File: config.mk
export PLATFORM = sky130hd
export DESIGN_NAME = pipe_controller_flat
export DESIGN_NICKNAME = d
export VERILOG_FILES = /design/src/rtl/pipe_controller_if.sv /design/src/rtl/pipe_controller.sv /design/src/flat_wrapper.sv
export SDC_FILE = /design/constraint.sdc
export NUM_CORES = 1
export LEC_CHECK = 0
export ABC_AREA = 1
export ABC_CLOCK_PERIOD_IN_PS = 2600
export CAP_MARGIN = 40
export CORE_MARGIN = 2
export CORE_UTILIZATION = 49
export CTS_CLUSTER_DIAMETER = 80
export DETAILED_ROUTE_END_ITERATION = 8
export MAX_ROUTING_LAYER = met4
export PLACE_DENSITY = 0.84
export SLEW_MARGIN = 20
export SYNTH_ARGS = -nofsm -noshare
export SYNTH_HDL_FRONTEND = slang
export SYNTH_SLANG_ARGS = --single-unit
File: constraint.sdc
create_clock -name clk -period 2.6 [get_ports clk]
set_input_delay 0.26 -clock clk [delete_from_list [all_inputs] [get_ports clk]]
set_output_delay 0.26 -clock clk [all_outputs]
set_load 0.05 [all_outputs]
File: src/rtl/pipe_controller_if.sv
// Control-bus bundle for pipe_controller: Decode-stage instruction fields, hazard
// requests, and the per-stage control outputs, with modports for driver and controller.
interface pipe_controller_if #(
   parameter int ALUCTRL_W = 3
);
   logic [5:0]           opD;
   logic [5:0]           functD;
   logic                 equalD;
   logic                 stallE;
   logic                 stallM;
   logic                 flushE;
   logic                 flushM;

   logic                 branchD;
   logic                 jumpD;
   logic                 jrD;
   logic                 pcsrcD;
   logic                 regwriteD;
   logic                 illegalD;
   logic                 divstallD;

   logic                 alusrcE;
   logic                 regdstE;
   logic                 memtoregE;
   logic                 regwriteE;
   logic                 divE;
   logic [ALUCTRL_W-1:0] alucontrolE;

   logic                 memwriteM;
   logic                 memtoregM;
   logic                 regwriteM;
   logic                 memtoregW;
   logic                 regwriteW;
   logic                 divbusy;

   modport slave (
      input  opD, functD, equalD, stallE, stallM, flushE, flushM,
      output branchD, jumpD, jrD, pcsrcD, regwriteD, illegalD, divstallD,
      output alusrcE, regdstE, memtoregE, regwriteE, divE, alucontrolE,
      output memwriteM, memtoregM, regwriteM, memtoregW, regwriteW, divbusy
   );

   modport master (
      output opD, functD, equalD, stallE, stallM, flushE, flushM,
      input  branchD, jumpD, jrD, pcsrcD, regwriteD, illegalD, divstallD,
      input  alusrcE, regdstE, memtoregE, regwriteE, divE, alucontrolE,
      input  memwriteM, memtoregM, regwriteM, memtoregW, regwriteW, divbusy
   );
endinterface

File: src/rtl/pipe_controller.sv
// Pipelined MIPS-style main controller: combinational Decode, E/M/W control registers
// with stall/flush handling, and an occupancy counter for the multicycle divider.
module pipe_controller #(
   parameter int ALUCTRL_W  = 3,
   parameter int DIV_CYCLES = 32
) (
   input  logic              clk,
   input  logic              rst,
   pipe_controller_if.slave  bus
);
   localparam int CNT_W = $clog2(DIV_CYCLES);
   localparam logic [CNT_W-1:0] CNT_LOAD = CNT_W'(DIV_CYCLES - 1);
   localparam logic [CNT_W-1:0] CNT_ZERO = CNT_W'(0);
   localparam logic [CNT_W-1:0] CNT_ONE  = CNT_W'(1);

   localparam logic [5:0] OP_RTYPE = 6'b000000;
   localparam logic [5:0] OP_LW    = 6'b100011;
   localparam logic [5:0] OP_SW    = 6'b101011;
   localparam logic [5:0] OP_BEQ   = 6'b000100;
   localparam logic [5:0] OP_BNE   = 6'b000101;
   localparam logic [5:0] OP_ADDI  = 6'b001000;
   localparam logic [5:0] OP_ANDI  = 6'b001100;
   localparam logic [5:0] OP_ORI   = 6'b001101;
   localparam logic [5:0] OP_J     = 6'b000010;

   localparam logic [5:0] FN_ADD   = 6'b100000;
   localparam logic [5:0] FN_SUB   = 6'b100010;
   localparam logic [5:0] FN_AND   = 6'b100100;
   localparam logic [5:0] FN_OR    = 6'b100101;
   localparam logic [5:0] FN_SLT   = 6'b101010;
   localparam logic [5:0] FN_JR    = 6'b001000;
   localparam logic [5:0] FN_DIV   = 6'b011010;
   localparam logic [5:0] FN_MFHI  = 6'b010000;
   localparam logic [5:0] FN_MFLO  = 6'b010010;

   localparam logic [2:0] ALU_AND  = 3'd0;
   localparam logic [2:0] ALU_OR   = 3'd1;
   localparam logic [2:0] ALU_ADD  = 3'd2;
   localparam logic [2:0] ALU_SUB  = 3'd6;
   localparam logic [2:0] ALU_SLT  = 3'd7;

   typedef struct packed {
      logic                 alusrc;
      logic                 regdst;
      logic                 memtoreg;
      logic                 memwrite;
      logic                 regwrite;
      logic                 div;
      logic [ALUCTRL_W-1:0] alu;
   } e_bundle_t;

   typedef struct packed {
      logic memwrite;
      logic memtoreg;
      logic regwrite;
   } m_bundle_t;

   typedef struct packed {
      logic memtoreg;
      logic regwrite;
   } w_bundle_t;

   logic       w_alusrc;
   logic       w_regdst;
   logic       w_memtoreg;
   logic       w_memwrite;
   logic       w_regwrite;
   logic       w_branch;
   logic       w_jump;
   logic       w_jr;
   logic       w_div;
   logic       w_mfhi;
   logic       w_mflo;
   logic       w_illegal;
   logic [2:0] w_alu;

   logic       w_pcsrc;
   logic       w_divstall;
   logic       w_div_start;
   e_bundle_t  w_d_bundle;

   e_bundle_t       r_e;
   m_bundle_t       r_m;
   w_bundle_t       r_w;
   logic [CNT_W-1:0] r_div_cnt;
   logic            r_divbusy;

   // Main decoder: opcode selects the class, funct refines R-type
   always_comb begin
      w_alusrc   = 1'b0;
      w_regdst   = 1'b0;
      w_memtoreg = 1'b0;
      w_memwrite = 1'b0;
      w_regwrite = 1'b0;
      w_branch   = 1'b0;
      w_jump     = 1'b0;
      w_jr       = 1'b0;
      w_div      = 1'b0;
      w_mfhi     = 1'b0;
      w_mflo     = 1'b0;
      w_illegal  = 1'b0;
      w_alu      = ALU_AND;
      case (bus.opD)
         OP_RTYPE: begin
            w_regdst   = 1'b1;
            w_regwrite = 1'b1;
            case (bus.functD)
               FN_ADD:  w_alu = ALU_ADD;
               FN_SUB:  w_alu = ALU_SUB;
               FN_AND:  w_alu = ALU_AND;
               FN_OR:   w_alu = ALU_OR;
               FN_SLT:  w_alu = ALU_SLT;
               FN_JR: begin
                  w_jr       = 1'b1;
                  w_regwrite = 1'b0;
               end
               FN_DIV: begin
                  w_div      = 1'b1;
                  w_regwrite = 1'b0;
               end
               FN_MFHI: w_mfhi = 1'b1;
               FN_MFLO: w_mflo = 1'b1;
               default: begin
                  w_regwrite = 1'b0;
                  w_illegal  = 1'b1;
               end
            endcase
         end
         OP_LW: begin
            w_alusrc   = 1'b1;
            w_memtoreg = 1'b1;
            w_regwrite = 1'b1;
            w_alu      = ALU_ADD;
         end
         OP_SW: begin
            w_alusrc   = 1'b1;
            w_memwrite = 1'b1;
            w_alu      = ALU_ADD;
         end
         OP_BEQ, OP_BNE: begin
            w_branch = 1'b1;
            w_alu    = ALU_SUB;
         end
         OP_ADDI: begin
            w_alusrc   = 1'b1;
            w_regwrite = 1'b1;
            w_alu      = ALU_ADD;
         end
         OP_ANDI: begin
            w_alusrc   = 1'b1;
            w_regwrite = 1'b1;
            w_alu      = ALU_AND;
         end
         OP_ORI: begin
            w_alusrc   = 1'b1;
            w_regwrite = 1'b1;
            w_alu      = ALU_OR;
         end
         OP_J:    w_jump    = 1'b1;
         default: w_illegal = 1'b1;
      endcase
   end

   assign w_pcsrc     = w_branch & ((bus.opD == OP_BEQ) ? bus.equalD : ~bus.equalD);
   assign w_divstall  = r_divbusy & (w_div | w_mfhi | w_mflo);
   assign w_div_start = w_div & ~r_divbusy & ~bus.flushE & ~bus.stallE;

   // An instruction held in Decode by the divider must not also advance, so E gets a bubble
   always_comb begin
      w_d_bundle = '0;
      if (w_divstall) begin
         w_d_bundle = '0;
      end else begin
         w_d_bundle.alusrc   = w_alusrc;
         w_d_bundle.regdst   = w_regdst;
         w_d_bundle.memtoreg = w_memtoreg;
         w_d_bundle.memwrite = w_memwrite;
         w_d_bundle.regwrite = w_regwrite;
         w_d_bundle.div      = w_div;
         w_d_bundle.alu      = ALUCTRL_W'(w_alu);
      end
   end

   // Execute-stage control register
   always_ff @(posedge clk or posedge rst) begin
      if (rst) begin
         r_e <= '0;
      end else if (bus.flushE) begin
         r_e <= '0;
      end else if (bus.stallE) begin
         r_e <= r_e;
      end else begin
         r_e <= w_d_bundle;
      end
   end

   // Memory-stage control register; a stalled E feeds a bubble forward
   always_ff @(posedge clk or posedge rst) begin
      if (rst) begin
         r_m <= '0;
      end else if (bus.flushM) begin
         r_m <= '0;
      end else if (bus.stallM) begin
         r_m <= r_m;
      end else if (bus.stallE) begin
         r_m <= '0;
      end else begin
         r_m <= '{memwrite: r_e.memwrite, memtoreg: r_e.memtoreg, regwrite: r_e.regwrite};
      end
   end

   // Writeback-stage control register
   always_ff @(posedge clk or posedge rst) begin
      if (rst) begin
         r_w <= '0;
      end else begin
         r_w <= '{memtoreg: r_m.memtoreg, regwrite: r_m.regwrite};
      end
   end

   // Divider occupancy: busy for exactly DIV_CYCLES cycles, ignoring pipeline hazards
   always_ff @(posedge clk or posedge rst) begin
      if (rst) begin
         r_div_cnt <= CNT_ZERO;
         r_divbusy <= 1'b0;
      end else if (w_div_start) begin
         r_div_cnt <= CNT_LOAD;
         r_divbusy <= 1'b1;
      end else if (r_divbusy) begin
         if (r_div_cnt == CNT_ZERO) begin
            r_divbusy <= 1'b0;
         end else begin
            r_div_cnt <= r_div_cnt - CNT_ONE;
         end
      end else begin
         r_div_cnt <= r_div_cnt;
         r_divbusy <= r_divbusy;
      end
   end

   assign bus.branchD     = w_branch;
   assign bus.jumpD       = w_jump;
   assign bus.jrD         = w_jr;
   assign bus.pcsrcD      = w_pcsrc;
   assign bus.regwriteD   = w_regwrite;
   assign bus.illegalD    = w_illegal;
   assign bus.divstallD   = w_divstall;

   assign bus.alusrcE     = r_e.alusrc;
   assign bus.regdstE     = r_e.regdst;
   assign bus.memtoregE   = r_e.memtoreg;
   assign bus.regwriteE   = r_e.regwrite;
   assign bus.divE        = r_e.div;
   assign bus.alucontrolE = r_e.alu;

   assign bus.memwriteM   = r_m.memwrite;
   assign bus.memtoregM   = r_m.memtoreg;
   assign bus.regwriteM   = r_m.regwrite;
   assign bus.memtoregW   = r_w.memtoreg;
   assign bus.regwriteW   = r_w.regwrite;
   assign bus.divbusy     = r_divbusy;
endmodule

File: src/flat_wrapper.sv
// flat-port wrapper written by rule: the top's interface ports become plain ports
module pipe_controller_flat 
#(
   parameter int ALUCTRL_W  = 3,
   parameter int DIV_CYCLES = 32
)
  (clk, rst, bus_opD, bus_functD, bus_equalD, bus_stallE, bus_stallM, bus_flushE, bus_flushM, bus_branchD, bus_jumpD, bus_jrD, bus_pcsrcD, bus_regwriteD, bus_illegalD, bus_divstallD, bus_alusrcE, bus_regdstE, bus_memtoregE, bus_regwriteE, bus_divE, bus_alucontrolE, bus_memwriteM, bus_memtoregM, bus_regwriteM, bus_memtoregW, bus_regwriteW, bus_divbusy);
  pipe_controller_if #(.ALUCTRL_W(ALUCTRL_W)) bus_i ();
  input  logic clk;
  input  logic rst;
  input wire logic [$bits(bus_i.opD)-1:0] bus_opD;
  input wire logic [$bits(bus_i.functD)-1:0] bus_functD;
  input wire logic [$bits(bus_i.equalD)-1:0] bus_equalD;
  input wire logic [$bits(bus_i.stallE)-1:0] bus_stallE;
  input wire logic [$bits(bus_i.stallM)-1:0] bus_stallM;
  input wire logic [$bits(bus_i.flushE)-1:0] bus_flushE;
  input wire logic [$bits(bus_i.flushM)-1:0] bus_flushM;
  output wire logic [$bits(bus_i.branchD)-1:0] bus_branchD;
  output wire logic [$bits(bus_i.jumpD)-1:0] bus_jumpD;
  output wire logic [$bits(bus_i.jrD)-1:0] bus_jrD;
  output wire logic [$bits(bus_i.pcsrcD)-1:0] bus_pcsrcD;
  output wire logic [$bits(bus_i.regwriteD)-1:0] bus_regwriteD;
  output wire logic [$bits(bus_i.illegalD)-1:0] bus_illegalD;
  output wire logic [$bits(bus_i.divstallD)-1:0] bus_divstallD;
  output wire logic [$bits(bus_i.alusrcE)-1:0] bus_alusrcE;
  output wire logic [$bits(bus_i.regdstE)-1:0] bus_regdstE;
  output wire logic [$bits(bus_i.memtoregE)-1:0] bus_memtoregE;
  output wire logic [$bits(bus_i.regwriteE)-1:0] bus_regwriteE;
  output wire logic [$bits(bus_i.divE)-1:0] bus_divE;
  output wire logic [$bits(bus_i.alucontrolE)-1:0] bus_alucontrolE;
  output wire logic [$bits(bus_i.memwriteM)-1:0] bus_memwriteM;
  output wire logic [$bits(bus_i.memtoregM)-1:0] bus_memtoregM;
  output wire logic [$bits(bus_i.regwriteM)-1:0] bus_regwriteM;
  output wire logic [$bits(bus_i.memtoregW)-1:0] bus_memtoregW;
  output wire logic [$bits(bus_i.regwriteW)-1:0] bus_regwriteW;
  output wire logic [$bits(bus_i.divbusy)-1:0] bus_divbusy;
  assign bus_i.opD = bus_opD;
  assign bus_i.functD = bus_functD;
  assign bus_i.equalD = bus_equalD;
  assign bus_i.stallE = bus_stallE;
  assign bus_i.stallM = bus_stallM;
  assign bus_i.flushE = bus_flushE;
  assign bus_i.flushM = bus_flushM;
  assign bus_branchD = bus_i.branchD;
  assign bus_jumpD = bus_i.jumpD;
  assign bus_jrD = bus_i.jrD;
  assign bus_pcsrcD = bus_i.pcsrcD;
  assign bus_regwriteD = bus_i.regwriteD;
  assign bus_illegalD = bus_i.illegalD;
  assign bus_divstallD = bus_i.divstallD;
  assign bus_alusrcE = bus_i.alusrcE;
  assign bus_regdstE = bus_i.regdstE;
  assign bus_memtoregE = bus_i.memtoregE;
  assign bus_regwriteE = bus_i.regwriteE;
  assign bus_divE = bus_i.divE;
  assign bus_alucontrolE = bus_i.alucontrolE;
  assign bus_memwriteM = bus_i.memwriteM;
  assign bus_memtoregM = bus_i.memtoregM;
  assign bus_regwriteM = bus_i.regwriteM;
  assign bus_memtoregW = bus_i.memtoregW;
  assign bus_regwriteW = bus_i.regwriteW;
  assign bus_divbusy = bus_i.divbusy;
  pipe_controller #(.ALUCTRL_W(ALUCTRL_W), .DIV_CYCLES(DIV_CYCLES)) u_core (.clk(clk), .rst(rst), .bus(bus_i));
endmodule
**Word-level counts from Yosys, hierarchy flattened**

Cells that the tools add are included.

- Divide/modulo/power cells: 0
- Reductions and logical operators: 11
- Add/subtract/negate cells: 1
- Equal/unequal tests: 20
- Mux-type cells: 33
- $lt $le $gt $ge: 0
- Shift operators: 0
- Bitwise operators: 11
- Multipliers: 0

Operators by type and width:

| kind | number |
|---|---|
| 6-bit == test, second input constant | 7 |
| 9-bit 2-to-1 mux | 3 |
| 6-bit by 4-bit == test with 1-bit output, second input constant | 4 |
| 3-bit one-hot mux with 4 select lines | 2 |
| 1-bit 2-to-1 mux | 20 |
| 6-bit by 5-bit == test with 1-bit output, second input constant | 3 |
| 5-bit 2-to-1 mux | 3 |
| 6-bit by 3-bit == test with 1-bit output, second input constant | 2 |
| 3-bit 2-to-1 mux | 3 |
| 9-bit OR reduction | 1 |
| 8-bit OR reduction | 1 |
| 7-bit OR reduction | 1 |
| 6-bit by 2-bit == test with 1-bit output, second input constant | 1 |
| 6-bit zero test | 1 |
| 2-bit by 1-bit != test with 1-bit output, second input constant | 3 |
| 1-bit AND | 5 |
| 5-bit zero test | 1 |
| 5-bit OR reduction | 1 |
| 5-bit by 1-bit subtractor with 5-bit output, second input constant | 1 |
| 1-bit inverter | 4 |
| 1-bit one-hot mux with 2 select lines | 2 |
| 4-bit OR reduction | 1 |
| 3-bit OR reduction | 1 |
| 1-bit bitwise OR | 2 |
| other kinds (3) | 3 |

- Memories kept: 0
- Memory bits (writable): 0
- Memory bits (read-only): 0
- Bits of input ports: 19
- Bits in latches: 0
- Word-level logic and storage cells: 90
- Register bits after elaboration: 20
- Output and inout bits: 21

**Logic depth before layout (Yosys ltp)**

- Word-level depth: 9
- Gate-level depth with buffers: 10

**Worst setup path after synthesis**

No wires, ideal clock.

- Kind: input -> output
- From: in bus_opD[4]
- To: out bus_pcsrcD
- Stages: 5
- Arrival: 1.794 ns
- Setup slack: 0.546 ns
- Data required time: 2.340 ns
- Cell sequence: nor2_4 > nand4_1 > inv_1 > o21ai_0 > a21oi_1

- Word-level cells in the longest chain between the ends: 4
- Elaborated cells between the ends (all ways): 6
- Those cells by class: 2 x eq/ne; 2 x mux; 1 x bitwise; 1 x reduce/logical

Ends and longest elaborated chain:

| item | line | text |
|---|---|---|
| from (decl) | flat_wrapper.sv:11 | `input wire logic [$bits(bus_i.opD)-1:0] bus_opD;` |
| 6-bit by 3-bit == test with 1-bit output | pipe_controller.sv:103 | `case (bus.opD)` |
| 2-bit OR reduction (*) | pipe_controller.sv:103 |  |
| 1-bit 2-to-1 mux (*) | pipe_controller.sv:103 |  |
| net bus_branchD | flat_wrapper.sv:18 | `output wire logic [$bits(bus_i.branchD)-1:0] bus_branchD;` |
| 1-bit AND (*) | pipe_controller.sv:164 | `assign w_pcsrc = w_branch & ((bus.opD == OP_BEQ) ? bus.equalD : ~bus.equalD);` |
| to (decl) | flat_wrapper.sv:21 | `output wire logic [$bits(bus_i.pcsrcD)-1:0] bus_pcsrcD;` |

Mark *: on every way through the listed nets, which the timed path passes. The rest lies on a longest branch.

**Worst setup path in the final report**

- From: in bus_opD[2]
- To: out bus_jumpD

- Word-level cells in the longest chain between the ends: 2

Ends and longest elaborated chain:

| item | line | text |
|---|---|---|
| 6-bit by 2-bit == test with 1-bit output | pipe_controller.sv:103 |  |
| 1-bit 2-to-1 mux | pipe_controller.sv:103 |  |
| to (decl) | flat_wrapper.sv:19 | `output wire logic [$bits(bus_i.jumpD)-1:0] bus_jumpD;` |

No other way between the ends.

==> impl_metrics.py <==
metrics = {
    "status": {
        "status": "finished clean",
    },
    "grt": {
        "gr-usage-met1_pct": 25.2,
        "grt_pass1_vias": 1237,
        "met2_usage_pct": 41.7,
        "grt_use_met3_pct": 5.65,
        "grt_overflow": 0,
        "grt_pass1_wl_mm": 4.93,
        "antenna_found_initial": 0,
        "grt_use_total_pct": 22.8,
        "grt-busiest-layer": "met2",
        "grt_max_degree": 21,
    },
    "worst_setup_path": {
        "cp-start-kind": "input port",
        "cp-end-kind": "primary output",
        "regToRegStartpoint": "u_core.r_div_cnt[0]",
        "critical_path_class": "input port to primary output",
        "startpoint": "bus_opD[2]",
        "rrSetupSlack_ns": 1.04,
        "arrival_ns": 1.99,
        "crit_fanout": 5,
        "crit_end": "bus_jumpD",
        "worstPathRequired_ns": 2.34,
        "reg2reg_depth": 6,
        "reg2reg_to": "u_core.r_div_cnt[2]",
    },
    "layout": {
        "area_growth_pct": 35.1,
        "antenna-diode-count": 0,
        "fill_cells": 215,
        "fin_nets": 238,
        "drive_above_1_share_pct": 12.5,
        "fin_cells": 246,
    },
    "power_and_ir_drop": {
        "power.static_leakage_nw": 0.894,
        "irDropWorstVdd_mv": 0.709,
        "p_per_area_nw_per_um2": 391,
        "power_uw": 670,
    },
    "synthesis": {
        "synth_largest_area_cell": "dfrtp_1",
        "muxShareOfSynthArea_pct": 0,
        "synth-edff-count": 0,
        "synth_ff_type": "dfrtp_1",
        "netlist_area_um2": 1270,
        "synth-simple-area-share_pct": 40.5,
        "yosysMostFrequentCell": "nand2_1",
        "ys_seq_area_share_pct": 39.4,
        "ys_warn_count": 0,
        "synth-xor-area-share_pct": 0,
        "synth_fa_ha_area_share_pct": 1.97,
        "ys_ff_latch": 20,
        "synthTopCellsByCount": "53 x nand2_1, 25 x inv_1, 20 x dfrtp_1, 17 x nor2_1, 13 x nand3_1",
        "synth_nets": 197,
        "synth_top_area_share_pct": 39.4,
        "avgSynthCellArea_um2": 7.22,
        "synth_compound_area_share_pct": 7.49,
        "syn_inst": 176,
        "synthTopCellsByArea": "dfrtp_1 39%, nand2_1 16%, inv_1 7.4%",
        "synthArstFlopShare_pct": 100,
        "synth_top_family_by_area": "simple AND/OR/NAND/NOR gates",
        "synth_cell_types": 24,
    },
    "timing": {
        "tns_ns": 0,
        "hold-worst-slack_ns": 0.370,
        "hold_viol": 0,
        "period_needed_ns": 2.25,
        "slew_violations": 0,
        "rsz0062_at_grt": "false",
        "slew-limit-headroom_pct": 51.2,
        "fmax_mhz": 445,
        "worst_pin_slew_ns": 0.732,
        "setup_violations": 0,
        "post-route-period-util_pct": 86.4,
        "finClkSkew_ns": 0.00622,
    },
    "min_path": {
        "worstHoldPathType": "input port to asynchronous set/reset pin",
    },
    "cts": {
        "cts_max_level": 1,
        "cts_root_buf": "clkbuf_4",
        "cts_tree": "yes",
        "clk_pin_slew_worst_paths_ns": 0.12,
        "cts_setup_buffers": 0,
        "cts_buffer_depth": 2,
        "cts_hold_buf": 0,
        "cts_buffers": 3,
        "cts_resized": 0,
        "clock_sinks": 20,
        "clock_latency_ns": 0.30,
    },
    "die": {
        "fp.dieH_um": 54.9,
        "die_x_um": 54.9,
        "dieArea_um2": 3020,
        "fp-row-count": 18,
        "pin_count": 40,
        "start_util_pct": 51.3,
        "core_area_um2": 2480,
    },
    "placement": {
        "dpl.cell_count": 242,
        "dp_hpwl_mm": 2.43,
        "port_buffers": 39,
        "gp_congestion": 0.886,
    },
    "route": {
        "routed_wl_mm": 2.93,
        "drtAntennaViolNets": 0,
        "drtIter0Drc": 35,
        "drc": 0,
        "vias": 1246,
        "avgRoutedWirePerCell_um": 11.9,
        "viasPerCell": 5.07,
        "dr.pass1.iters": 4,
    },
    "run": {
        "drv_cap": 0,
    },
}
-- worst min-delay path by stage --
| stage | from | endpoint | slack (ns) | cells past startpoint |
|---|---|---|---|---|
| floorplan | rst | u_core.bus.alucontrolE[0] | 0.22 | 1 |
| detailed placement | u_core.bus.regwriteM | u_core.bus.regwriteW | 0.38 | 0 |
| global placement | u_core.bus.regwriteM | u_core.bus.regwriteW | 0.38 | 0 |
| finish | rst | u_core.bus.regdstE | 0.37 | 2 |
| CTS | rst | u_core.bus.regdstE | 0.38 | 2 |
| global route | u_core.bus.regwriteM | u_core.bus.regwriteW | 0.43 | 0 |
-- cell families (layout without fill, tap and decap cells) --
logic type / after synthesis / count (layout)
simple gates: 108 / 108
buf+inv: 33 / 73
flops: 20 / 20
compound gates: 13 / 13
fa+ha+maj: 2 / 2
-- critical path, stage by stage --
cell	delay [ns]
clkdlybuf4s50_1	0.48
nor2_1	0.23
nand4_1	0.15
inv_1	0.08
clkdlybuf4s50_1	0.79
-- sequential cells by signal, summed over array words and instances (netlist names) --
register,count
u_core.r_e,1
u_core.r_div_cnt,5
u_core.bus.divbusy,1
u_core.bus.regwriteM,1
u_core.bus.regdstE,1
u_core.bus.alusrcE,1
u_core.bus.memtoregE,1
u_core.bus.regwriteE,1
u_core.bus.memwriteM,1
u_core.bus.divE,1
u_core.bus.regwriteW,1
u_core.bus.memtoregM,1
u_core.bus.memtoregW,1
u_core.bus.alucontrolE,3
-- report_power, final --
part / switching [mW] / internal, mW / leakage (nW)
combinational: 0.0630 / 0.0428 / 0.587
clock: 0.0952 / 0.156 / 0.0279
sequential: 0.000974 / 0.312 / 0.279
total: 0.159 / 0.511 / 0.894
-- cell type report --
type | instances | area, um2 | area share, %
clock inverters | 1 | 30.0 | 1.75
multi-input cells | 123 | 634 | 37.0
repair buffers | 39 | 378 | 22.0
clock buffers | 3 | 22.5 | 1.31
flip-flops and latches | 20 | 500 | 29.2
well taps | 30 | 37.5 | 2.19
inverters | 30 | 113 | 6.56
-- per-layer routing --
layer  part of all wire, %  up-vias
met2                    53       37
met1                    41      569
met5                     0        -
li1                      -      636
met4                  0.78        0
met3                   5.8        4
-- per-stage QoR --
stage | util [%] | setup slack [ns] | cell area [um2]
finish | 69.2 | 0.353 | 1720
global route | 69.2 | 0.199 | 1720
CTS | 69.2 | 0.350 | 1720
detailed placement | 67.1 | 0.345 | 1660
global placement | 67.1 | 0.406 | 1660
floorplan | - | 0.546 | 1270
-- cell usage in the layout (no fill, tap or decap), types with 3 or more instances in the layout --
cell type / instances
nand2_1: 53
nand3_1: 13
nand4_1: 8
clkdlybuf4s50_1: 34
inv_2: 5
buf_4: 5
inv_1: 25
dfrtp_1: 20
nor3_1: 4
nor2_4: 3
o21ai_0: 6
nor2_1: 17
clkbuf_4: 3
nand2_2: 3
(Power assumes the default switching activity.)
